==> config.mk <==
export PLATFORM = sky130hd
export DESIGN_NAME = branch_resolver
export DESIGN_NICKNAME = d
export VERILOG_FILES = /design/src/rtl/branch_resolver.sv
export SDC_FILE = /design/constraint.sdc
export NUM_CORES = 1
export LEC_CHECK = 0
export ABC_CLOCK_PERIOD_IN_PS = 6200
export CAP_MARGIN = 20
export CORE_ASPECT_RATIO = 0.6
export CORE_MARGIN = 4
export CORE_UTILIZATION = 50
export CTS_CLUSTER_DIAMETER = 150
export CTS_CLUSTER_SIZE = 25
export DETAILED_ROUTE_END_ITERATION = 8
export MAX_ROUTING_LAYER = met4
export PLACE_DENSITY = 0.78
export SYNTH_ARGS = -nofsm -noshare
export SYNTH_HDL_FRONTEND = slang
export SYNTH_SLANG_ARGS = --single-unit
export TNS_END_PERCENT = 30
==> constraint.sdc <==
create_clock -name clk -period 6.2 [get_ports clk]
set_input_delay 1.24 -clock clk [delete_from_list [all_inputs] [get_ports clk]]
set_output_delay 1.24 -clock clk [all_outputs]
set_load 0.02 [all_outputs]
==> src/rtl/branch_resolver.sv <==
// Execute-stage branch resolution: queues fetch-time BTB predictions, checks them at execute,
// drives the BTB write port and raises a timed flush with a redirect PC on a mispredict.
//
// state | meaning
// RUN   | normal operation, queue accepts pushes/pops, resolution active
// FLUSH | flush asserted, fetch/execute inputs ignored, counter runs down
module branch_resolver #(
    parameter int DEPTH        = 4,
    parameter int FLUSH_CYCLES = 2,
    parameter int CNT_W        = 16
) (
    input  logic             clk,
    input  logic             rst_n,
    input  logic             pf_valid,
    input  logic [31:0]      pf_pc,
    input  logic             pf_hit,
    input  logic [31:0]      pf_target,
    output logic             pq_full,
    input  logic             ex_valid,
    input  logic [31:0]      ex_pc,
    input  logic             ex_is_branch,
    input  logic             ex_taken,
    input  logic [31:0]      ex_target,
    output logic             br_update,
    output logic [31:0]      pc_ex,
    output logic [31:0]      target_pc,
    output logic             flush,
    output logic [31:0]      redirect_pc,
    output logic             desync,
    output logic [CNT_W-1:0] cnt_branch,
    output logic [CNT_W-1:0] cnt_mispred
);
    localparam int PW = (DEPTH > 1) ? $clog2(DEPTH) : 1;

    typedef enum logic {RUN, FLUSH} state_t;
    state_t state, state_nx;

    logic [31:0]   q_pc  [DEPTH];
    logic          q_hit [DEPTH];
    logic [31:0]   q_tgt [DEPTH];
    logic [PW-1:0] wr_ptr, rd_ptr;
    logic [PW:0]   count;
    logic [2:0]    fcnt;

    logic          empty, full, taken;
    logic [31:0]   h_pc, h_tgt, redirect_nx;
    logic          h_hit;
    logic          do_pop, do_push, q_take, mispredict, upd_en, desync_set;

    assign empty   = (count == '0);
    assign full    = (count == (PW+1)'(DEPTH));
    assign pq_full = full;
    assign flush   = (state == FLUSH);
    assign taken   = ex_is_branch & ex_taken;
    assign q_take  = do_pop & ~empty;

    // An empty queue presents a synthetic not-hit record matching ex_pc
    assign h_pc  = empty ? ex_pc : q_pc[rd_ptr];
    assign h_hit = ~empty & q_hit[rd_ptr];
    assign h_tgt = q_tgt[rd_ptr];

    always_comb begin
        state_nx    = state;
        do_pop      = 1'b0;
        do_push     = 1'b0;
        mispredict  = 1'b0;
        upd_en      = 1'b0;
        desync_set  = 1'b0;
        redirect_nx = redirect_pc;
        if (state == RUN) begin
            do_pop  = ex_valid;
            do_push = pf_valid & (~full | ex_valid);
            if (pf_valid & full & ~ex_valid)
                desync_set = 1'b1;
            if (ex_valid) begin
                if (empty)
                    desync_set = 1'b1;
                if (taken && (!h_hit || h_tgt != ex_target)) begin
                    mispredict  = 1'b1;
                    redirect_nx = ex_target;
                    upd_en      = (ex_pc[1:0] == 2'b00);
                end else if (h_hit && !taken) begin
                    mispredict  = 1'b1;
                    redirect_nx = ex_pc + 32'd4;
                end
                if (h_pc != ex_pc) begin
                    desync_set = 1'b1;
                    if (!mispredict) begin
                        mispredict  = 1'b1;
                        redirect_nx = ex_pc + 32'd4;
                    end
                end
            end
            if (mispredict)
                state_nx = FLUSH;
        end else begin
            if (fcnt == 3'd1)
                state_nx = RUN;
        end
    end

    always_ff @(posedge clk or negedge rst_n) begin
        if (!rst_n) begin
            state       <= RUN;
            br_update   <= 1'b0;
            pc_ex       <= '0;
            target_pc   <= '0;
            redirect_pc <= '0;
            desync      <= 1'b0;
            cnt_branch  <= '0;
            cnt_mispred <= '0;
            fcnt        <= '0;
            count       <= '0;
            wr_ptr      <= '0;
            rd_ptr      <= '0;
        end else begin
            state       <= state_nx;
            br_update   <= upd_en;
            redirect_pc <= redirect_nx;
            if (upd_en) begin
                pc_ex     <= ex_pc;
                target_pc <= ex_target;
            end
            if (desync_set)
                desync <= 1'b1;
            if (do_pop && ex_is_branch && cnt_branch != '1)
                cnt_branch <= cnt_branch + CNT_W'(1);
            if (mispredict) begin
                if (cnt_mispred != '1)
                    cnt_mispred <= cnt_mispred + CNT_W'(1);
                fcnt   <= 3'(FLUSH_CYCLES);
                count  <= '0;
                wr_ptr <= '0;
                rd_ptr <= '0;
            end else begin
                if (state == FLUSH)
                    fcnt <= fcnt - 3'd1;
                if (do_push)
                    wr_ptr <= wr_ptr + PW'(1);
                if (q_take)
                    rd_ptr <= rd_ptr + PW'(1);
                count <= count + (PW+1)'(do_push) - (PW+1)'(q_take);
            end
        end
    end

    // Queue storage needs no reset: entries are only read once pushed
    always_ff @(posedge clk) begin
        if (do_push) begin
            q_pc[wr_ptr]  <= pf_pc;
            q_hit[wr_ptr] <= pf_hit;
            q_tgt[wr_ptr] <= pf_target;
        end
    end
endmodule

==> run metrics <==
DRT Wirelength=44500 um; depth of the most critical reg-to-reg path=9; Setup TNS=0 ns; largest net degree at the start of global routing=94; via count of the first global-routing pass=10200; area of the core region=32700 sq um; number of fill cells in the layout=2438; Peak VDD IR=0.206 mV; data arrival time of the critical path=5.19 ns; Post-synth EDFFs=260; clock transition at the registers of the reported paths=0.10 ns; total die area=36600 sq um; register-to-register setup slack=1.43 ns; number of setup violations in the final report=0; cell area after technology mapping=16800 sq um; net total in the final layout=1435; number of storage elements in the synthesis netlist=401; I/O Pins=267; Hold WC Path Type=flop to flop; Die Span X=244 um; first-pass GRT wire length=65500 um; Final Total Pwr=7840 uW; startpoint types=flop; worst slew margin relative to its limit=0.297; clock tree from TritonCTS=yes; period utilization=0.769; clock tree skew after final layout=0.0361 ns; areal power density over the cells=382 nW/um^2; final hold violation count=0; total vias in the final route=10200; critical path endpoint=pc_ex[31]; Synth Net Count=1170; vias per std cell=5.79; Avg WL per Cell=25.3 um; DRT iter0 DRCs=906; Setup crit start=rd_ptr[0]; Synth cell types=55; Worst Path Required=6.63 ns; input/output buffers=266; max-slew violation count=0; status=finished, final reports clean; insertion delay to the later sink of the worst-skew pair=0.54 ns; reported leakage power=0.00735 uW; aggregate global routing overflow=0; number of nets with antenna violations after detailed routing=0; yosys warns=0; Post-CTS Hold Fix Bufs=0; RD Place Congestion=0.897; initial antenna violation count=6; number of levels in the clock H-tree=1; clock tree root buffer cell=clkbuf_16; start-to-end type of the worst setup path=flop to flop; Crit. End Element=flop; starting density of the core=0.512; total CTS buffers=20; Sinks on Clock Net=401; fraction of final layout cells sized beyond drive strength 1=0.109; count of TritonRoute iterations in the first routing pass=6; total routing resource utilization after global routing=0.248; floorplan die height=150 um; top library cells by usage in the layout, fill and taps aside=clkdlybuf4s50_1 (265), edfxtp_1 (260), dfrtp_1 (139), xnor2_1 (82), mux4_2 (55); RR Endpoint=pc_ex[31]; # Post-CTS Setup Buffers=0; Row Count=51; reg-to-reg critical path startpoint=rd_ptr[0]; transition time at the pin with the least slew margin=1.05 ns; share of flip-flops with an asynchronous set or reset after synthesis=0.352; HPWL Detailed=31800 um; Max Cap Viol=0; number of standard cells after synthesis=1023; Max clock buf depth=3; minimum clock period=4.77 ns; Primary FF master, synth=edfxtp_1; # DRC=0; layout-stage area growth over the synthesis result=22.6%; maximum net fanout on the critical path=66; Achievable Freq=210 MHz; sequential cell area fraction in the yosys report=0.677; leading cell type in the layout, fill and taps excluded=clkdlybuf4s50_1; total of cells resized after clock tree synthesis=0; mean instance size in the synthesized netlist=16.4 sq um; RSZ-0062 raised after global routing=no
per-stage QoR:
step / cells / hold WS (ns) / worst slack, ns / utilization / instance area (sq um)
detailed placement: 1716 / 0.453 / 1.44 / 0.608 / 19900
floorplan: 1023 / 0.487 / 2.55 / - / 16800
global placement: 1716 / 0.448 / 1.53 / 0.608 / 19900
finish: 1756 / 0.470 / 1.43 / 0.627 / 20500
CTS: 1752 / 0.477 / 1.39 / 0.627 / 20500
global route: 1756 / 0.505 / 1.15 / 0.627 / 20500
power by group:
part / internal [uW] / switching [uW] / total, uW
clock: 652 / 832 / 1480
combinational: 1290 / 1360 / 2650
sequential: 3350 / 356 / 3710
synth_stat cells, drive strengths merged (22+ instances only):
| library cell | n | area (sq um) |
|---|---|---|
| nand4 | 26 | 169 |
| nand2 | 35 | 131 |
| buf | 28 | 206 |
| mux2 | 66 | 743 |
| xnor2 | 82 | 718 |
| xor2 | 44 | 385 |
| edfxtp | 260 | 7810 |
| mux4 | 55 | 1240 |
| dfrtp | 141 | 3530 |
| nand3 | 33 | 165 |
| o21ai | 22 | 110 |
| nor2 | 37 | 139 |
worst min path at each step:
stage | to | slack (ns) | start | cells after the start
floorplan | flush | 0.49 | fcnt[2] | 2
global route | desync | 0.50 | desync | 1
detailed placement | desync | 0.45 | desync | 1
CTS | desync | 0.48 | desync | 1
global placement | desync | 0.45 | desync | 1
finish | desync | 0.47 | desync | 1
cell type report:
type | instances | area [sq um] | share of cell area
inverters | 15 | 56.3 | 0.00274
clock buffers | 35 | 578 | 0.0282
diodes | 4 | 10.0 | 0.000488
flip-flops and latches | 401 | 11300 | 0.552
repair buffers | 284 | 2840 | 0.138
clock inverters | 1 | 30.0 | 0.00146
well taps | 450 | 563 | 0.0274
multi-input cells | 566 | 5110 | 0.249
state kept, by name, summed over array words and instances, names as in the netlist, 2 cells and up:
name and flops:
fcnt 3, q_tgt 128, rd_ptr 2, wr_ptr 2
cnt_mispred 16, target_pc 32, q_pc 128, count 3
redirect_pc 32, cnt_branch 16, q_hit 4, pc_ex 32
cells by family (layout without fill, tap and decap cells):
| kind of cell | after synthesis | count (layout) | synth area share |
|---|---|---|---|
| AOI/OAI and AO/OA | 101 | 101 | 0.0416 |
| xor gates and xnor gates | 126 | 126 | 0.0659 |
| buffers and inverters | 56 | 335 | 0.0186 |
| muxes | 142 | 142 | 0.131 |
| other | 0 | 4 | 0 |
| and+or+nand+nor | 185 | 185 | 0.0570 |
| adders and majority gates | 12 | 12 | 0.00941 |
| DFF | 401 | 401 | 0.677 |
critical path: stages (launching register included):
cell and delay, ns:
dfrtp_4 0.97, buf_4 0.37, mux4_2 0.58, xnor2_1 0.29, nand4_1 0.15, a2111oi_2 0.30
nand4_2 0.23, o2111ai_4 0.37, or3_4 0.90, mux2_2 0.42
routing by layer:
layer,share of wire,GRT usage,up-vias,wire length [um]
met4,0.025,0.0504,0,1110
met3,0.098,0.0638,68,4370
li1,-,-,4421,-
met1,0.42,0.345,5218,18700
met5,0,-,-,0
met2,0.46,0.378,461,20300
Note: power is estimated with default switching activity, not from simulation.
